`src/rtl/wave_sample_pacer.sv`:
```
// rtl/wave_sample_pacer.sv - paces FIFO samples to a DAC at a programmable rate
// Read-latency pipe keeps tick-to-strobe latency fixed whether the sample is fresh or repeated.
module wave_sample_pacer #(
    parameter int p_nbit_d    = 16,
    parameter int p_rd_lat    = 2,
    parameter int p_nbit_div  = 16,
    parameter int p_nbit_ucnt = 8
) (
    input  logic                   clk,
    input  logic                   rst_n,
    input  logic                   en,
    input  logic [p_nbit_div-1:0]  div,
    input  logic                   clr,
    output logic                   fifo_rd,
    input  logic [p_nbit_d-1:0]    fifo_rdata,
    input  logic                   fifo_empty,
    output logic [p_nbit_d-1:0]    dac_data,
    output logic                   dac_strobe,
    output logic                   underflow,
    output logic [p_nbit_ucnt-1:0] ucnt,
    output logic                   busy
);

    typedef enum logic {
        s_idle = 1'b0,
        s_run  = 1'b1
    } state_t;

    state_t                state;
    logic [p_nbit_div-1:0] cnt;
    logic [p_rd_lat-1:0]   pipe_v;
    logic [p_rd_lat-1:0]   pipe_f;
    logic                  tick;
    logic                  uflow_evt;

    assign tick      = (state == s_run) && (cnt == '0);
    assign fifo_rd   = tick && !fifo_empty;
    assign uflow_evt = tick && fifo_empty;
    assign busy      = (state == s_run) || (|pipe_v) || dac_strobe;

    always_ff @(posedge clk or negedge rst_n) begin
        if (!rst_n) begin
            state <= s_idle;
            cnt   <= '0;
        end else begin
            case (state)
                s_idle: begin
                    cnt <= '0;
                    if (en) begin
                        state <= s_run;
                    end
                end
                s_run: begin
                    if (!en) begin
                        state <= s_idle;
                        cnt   <= '0;
                    end else if (tick) begin
                        cnt <= div;
                    end else begin
                        cnt <= cnt - 1'b1;
                    end
                end
                default: begin
                    state <= s_idle;
                    cnt   <= '0;
                end
            endcase
        end
    end

    // Token: v marks a tick, f marks that the tick actually issued a FIFO read.
    always_ff @(posedge clk or negedge rst_n) begin
        if (!rst_n) begin
            pipe_v     <= '0;
            pipe_f     <= '0;
            dac_strobe <= 1'b0;
            dac_data   <= '0;
        end else begin
            pipe_v[0] <= tick;
            pipe_f[0] <= tick && !fifo_empty;
            for (int i = 1; i < p_rd_lat; i++) begin
                pipe_v[i] <= pipe_v[i-1];
                pipe_f[i] <= pipe_f[i-1];
            end
            dac_strobe <= pipe_v[p_rd_lat-1];
            if (pipe_v[p_rd_lat-1] && pipe_f[p_rd_lat-1]) begin
                dac_data <= fifo_rdata;
            end
        end
    end

    // An underflow in the same cycle as clr wins and restarts the count at one.
    always_ff @(posedge clk or negedge rst_n) begin
        if (!rst_n) begin
            underflow <= 1'b0;
            ucnt      <= '0;
        end else if (uflow_evt) begin
            underflow <= 1'b1;
            if (clr) begin
                ucnt <= p_nbit_ucnt'(1);
            end else if (ucnt != '1) begin
                ucnt <= ucnt + 1'b1;
            end
        end else if (clr) begin
            underflow <= 1'b0;
            ucnt      <= '0;
        end
    end

endmodule

```
`config.mk`:
```
export PLATFORM = sky130hd
export DESIGN_NAME = wave_sample_pacer
export DESIGN_NICKNAME = d
export VERILOG_FILES = /design/src/rtl/wave_sample_pacer.sv
export SDC_FILE = /design/constraint.sdc
export NUM_CORES = 1
export LEC_CHECK = 0
export BUFFER_PORTS_ARGS = -buffer_cell sky130_fd_sc_hd__buf_2
export CORE_MARGIN = 2
export CORE_UTILIZATION = 47
export CTS_BUF_LIST = sky130_fd_sc_hd__clkbuf_16
export DETAILED_ROUTE_END_ITERATION = 7
export MAX_ROUTING_LAYER = met4
export PLACE_DENSITY = 0.76
export SYNTH_ARGS = -nofsm -noshare
export SYNTH_HDL_FRONTEND = slang
export SYNTH_SLANG_ARGS = --single-unit
```
`constraint.sdc`:
```
create_clock -name clk -period 2 [get_ports clk]
set_input_delay 0.2 -clock clk [delete_from_list [all_inputs] [get_ports clk]]
set_output_delay 0.2 -clock clk [all_outputs]
set_load 0.02 [all_outputs]
```
# Word-level counts from Yosys, hierarchy flattened
# Index checks and enable logic that the tools add are counted.
dict set report classes {
  bitwise 1
  eq_ne 1
  n_addsub 2
  n_reduce_logical 12
  n_mux 10
}
# cell count
set ops {}
lappend ops {{$mux 16} 2}
lappend ops {{$mux 8} 4}
lappend ops {{$pmux 16 s2} 1}
lappend ops {{$logic_not 16->1} 1}
lappend ops {{$sub 16x1->16 const B} 1}
lappend ops {{$add 8x1->8 const B} 1}
lappend ops {{$ne 8x8->1 const B} 1}
lappend ops {{$logic_and 1x1->1} 4}
lappend ops {{$reduce_bool 2->1} 2}
lappend ops {{$mux 1} 3}
lappend ops {{$logic_or 1x1->1} 2}
lappend ops {{$reduce_and 2->1} 1}
lappend ops {{$reduce_or 2->1} 1}
lappend ops {{$logic_not 1->1} 1}
lappend ops {{$not 1->1} 1}
dict set report word_totals {
  wordCells 34
  ff_bits 47
  input_bits 37
  out_inout_bits 28
}

# Logic depth before layout (Yosys ltp)
dict set report depth {
  word_depth 5
  mapped_depth 6
  ltp_nobuf 6
}

# Least setup slack after synthesis
# Ideal clock, no wire load.
dict set report synth_path {
  kind {flip-flop to output port}
  from {register cnt[6]}
  to {output port fifo_rd}
  arrival_ns 1.871
  path_slack_ns -0.071
  path_buffers 0
  path_stages_with_launch 4
  required_time_ns 1.800
  cell_sequence {dfrtp_1 or4_4 or4_4 nor2_1}
}
dict set report synth_via {
  elab_chain_len 3
}
# item line_no
set synth_rtl {}
lappend synth_rtl {{start, declared} 30} ;# logic [p_nbit_div-1:0] cnt;
lappend synth_rtl {{start signal, assigned} 58} ;# cnt <= div;
lappend synth_rtl {{start signal, assigned} 60} ;# cnt <= cnt - 1'b1;
lappend synth_rtl {{$logic_not 16->1} 36} ;# assign tick = (state == s_run) && (cnt == '0);
lappend synth_rtl {{$logic_and 1x1->1} 36}
lappend synth_rtl {{$logic_and 1x1->1} 37} ;# assign fifo_rd = tick && !fifo_empty;
lappend synth_rtl {{end, declared} 14} ;# output logic fifo_rd,
# Every way passes these cells.

# Worst setup path after layout
dict set report layout_path {
  from {register cnt[12]}
  to {output port fifo_rd}
}
# Same word-level chain as after synthesis.

==> results.json <==
{
  "outcome": "complete, but fails checks",
  "failed_checks": "setup timing",
  "layoutNonFillerInstCount": 371,
  "rsz0062_at_grt": "yes",
  "wirelength_um": 5619,
  "vias_per_cell": 5.563,
  "worst-path-max-fanout": 5,
  "leakagePower_uw": 0.001431,
  "post-route-period-util": 1.123,
  "avgRoutedWirePerCell_um": 15.15,
  "finClkSkew_ps": 5.894,
  "grt_max_degree": 18,
  "grt_pass1_vias": 1936,
  "coreArea_um2": 4755,
  "setup.worst_path.start": "cnt[12]$_DFF_PN0_",
  "layout-drive-gt1-share": 0.4342,
  "seq_area_frac_synth": 0.5067,
  "syn_to_final_growth_pct": 33.15,
  "relSlewSlack": 0.5977,
  "ys_seq_elements": 47,
  "power_frac_seq": 0.333,
  "cts_inserted_buffers": 5,
  "io_pins": 65,
  "rr_worst_depth": 5,
  "dr.pass1.iters": 4,
  "htreeDepth": 2,
  "drc": 0,
  "hold_path.class": "primary input to register",
  "cp_data_required_time_ps": 1800,
  "r2r_slack_ps": -30,
  "synth_cells": 210,
  "gp_congestion": 0.9028,
  "p_total_uw": 4220,
  "dp_cells": 358,
  "synth_cell_types": 41,
  "swShare": 0.3838,
  "syn_area_um2": 2321,
  "synth_fp_nets": 250,
  "synth_top_area_frac": 0.5067,
  "worst_slack_ps": -246.5,
  "die_h_um": 74.27,
  "die_w_um": 74.27,
  "ant_nets": 0,
  "netlist_top_cells_area": "dfrtp_1 (51%), mux2_2 (8.2%), a211oi_1 (4.5%)",
  "clockBufferDepth": 2,
  "setup_viol": 4,
  "numPortBuffers": 64,
  "initial_core_util": 0.4882,
  "fill_cells": 397,
  "grt-ovfl-total": 0,
  "cts_num_sinks": 47,
  "syn_avg_cell_area_um2": 11.05,
  "cts_tree": "built",
  "synth_edf_count": 0,
  "drv_cap": 0,
  "finalHoldViolations": 0,
  "clock_latency_ps": 290,
  "dp_hpwl_um": 4089,
  "r2r-end": "cnt[12]$_DFF_PN0_",
  "vdd_drop_max_mv": 0.6582,
  "layout.nets": 343,
  "critPathLaunchType": "register",
  "max_clock_freq_mhz": 445.1,
  "combPwrFrac": 0.474,
  "p_switching_uw": 1620,
  "vias": 2064,
  "die-area_um2": 5516,
  "tightest_slew_ps": 602.0,
  "rows": 25,
  "grt_usage": 0.2151,
  "yosys.area.top_type": "dfrtp_1",
  "clkPwrFrac": 0.193,
  "r2r_start": "cnt[12]$_DFF_PN0_",
  "synth-async-reset-ratio": 1.000,
  "drv_slew": 0,
  "yosys_warnings": 0,
  "first_iter_violations": 104,
  "clk_pin_slew_ps": 60,
  "crit_type": "register to primary output",
  "synth-main-ff-cell": "dfrtp_1",
  "grt_pass1_wl_um": 8756,
  "num_antenna_cells": 0,
  "power.density_nw_per_um2": 1365,
  "ctsRootBufferMaster": "clkbuf_16",
  "internal-power_uw": 2600,
  "antenna_found_initial": 0,
  "arrival_ps": 2050,
  "endpoint_kind": "primary output",
  "cp-endpoint": "fifo_rd",
  "finalCriticalPeriod_ps": 2246
}
## routing by layer
metal	part of all wire	vias up	routed length, um	GRT usage
li1	-	991	-	-
met1	0.45	988	2552	0.2805
met2	0.47	75	2632	0.3313
met3	0.060	10	337	0.03659
met4	0.017	0	97	0.09524
met5	0	-	0	-
## how the worst min path moves through the flow
stage	end	start	slack [ps]	depth (start not counted)
2_1_floorplan	cnt[0]$_DFF_PN0_	rst_n	-100	0
3_3_place_gp	dac_data[1]$_DFFE_PN0P_	rst_n	130	1
3_5_place_dp	dac_data[1]$_DFFE_PN0P_	rst_n	140	1
4_1_cts	state$_DFF_PN0_	en	30	1
5_1_grt	state$_DFF_PN0_	en	40	1
6_report	state$_DFF_PN0_	en	30	1
## Yosys cell counts (all sizes together), types with 7 or more instances
| master | count |
|---|---|
| dfrtp | 47 |
| nor3 | 18 |
| mux2 | 17 |
| a211oi | 14 |
| a21oi | 10 |
| or4 | 9 |
| clkbuf | 8 |
| inv | 8 |
| nor2 | 8 |
| nand2 | 7 |
| nand3 | 7 |
| xnor2 | 7 |
## flip-flops by register name, indices dropped and copies added, names as in the netlist
signal / flops
cnt: 16
dac_strobe: 1
state: 1
underflow: 1
pipe_v: 2
pipe_f: 2
ucnt: 8
dac_data: 16
## stage by stage
step	setup slack [ps]	instance area, um^2	hold slack (ps)	util	TNS (ps)
6_report	-246.5	3090	30.85	0.6500	-282.1
3_5_place_dp	-33.47	2882	140.8	0.6061	-33.47
3_3_place_gp	-2.259	2882	134.1	0.6061	-2.259
5_1_grt	-296.4	3090	36.09	0.6500	-2233
4_1_cts	-246.5	3075	26.19	0.6468	-308.6
2_1_floorplan	23.47	2323	-95.59	-	0
## placed cells by master, fill, tap and decap left out, types with 2 or more instances in the layout
cell / Yosys / final
o21ai_0: 3 / 3
o211ai_1: 2 / 2
and4_1: 2 / 2
nand4_1: 6 / 6
xnor2_1: 7 / 7
o31ai_1: 5 / 5
a211oi_1: 14 / 14
nand2_1: 7 / 7
dfrtp_1: 47 / 47
ha_1: 3 / 2
inv_1: 8 / 6
or4_4: 2 / 2
nor2_1: 8 / 7
or4_1: 7 / 7
buf_4: 0 / 30
nor3_1: 18 / 18
clkbuf_16: 0 / 5
buf_2: 0 / 63
xor2_1: 4 / 4
inv_2: 0 / 2
a21oi_1: 9 / 9
nand4b_1: 4 / 4
nor4_1: 3 / 3
nand3_1: 7 / 7
mux2_2: 17 / 17
## final cells by class
class,instances,area (um^2),area share
clock buffer,5,125.1,0.04049
clock inverter,3,20.02,0.006478
inverter,8,30.03,0.009717
multi-input combinational,146,1094,0.3538
sequential,47,1176,0.3806
tap,67,83.83,0.02713
timing repair buffer,95,561.8,0.1818
## kinds of logic (layout without fill, tap and decap cells)
| logic type | count (synthesis) | after routing | share of synthesized area |
|---|---|---|---|
| mux | 17 | 17 | 0.08248 |
| compound gates | 41 | 41 | 0.1240 |
| simple gates | 74 | 74 | 0.1984 |
| fa+ha+maj | 3 | 3 | 0.01617 |
| buf+inv | 17 | 111 | 0.03073 |
| xor+xnor | 11 | 11 | 0.04151 |
| flops | 47 | 47 | 0.5067 |
## power by group through the flow
stage	sequential (uW)	clock, uW	combinational, uW
after global routing	1440	867	2190
after floorplan	1670	0	981
after CTS	1400	831	1950
after global placement	1410	0	1870
final	1400	815	2000
after detailed placement	1430	0	1900
## repair_timing
action                                 CTS  global route
hold buffers                             1             0
setup buffers                            2             2
setup endpoints to repair                1            20
endpoints found under the hold margin   15             0
gates resized for setup                  7             0
pin swaps                                3             1
## worst max-delay path, stage by stage, from the launching register on
cell	delay (ps)
dfrtp_1	430
or4_1	540
or4_4	560
nor2_4	110
buf_6	120
(Power assumes the default switching activity.)
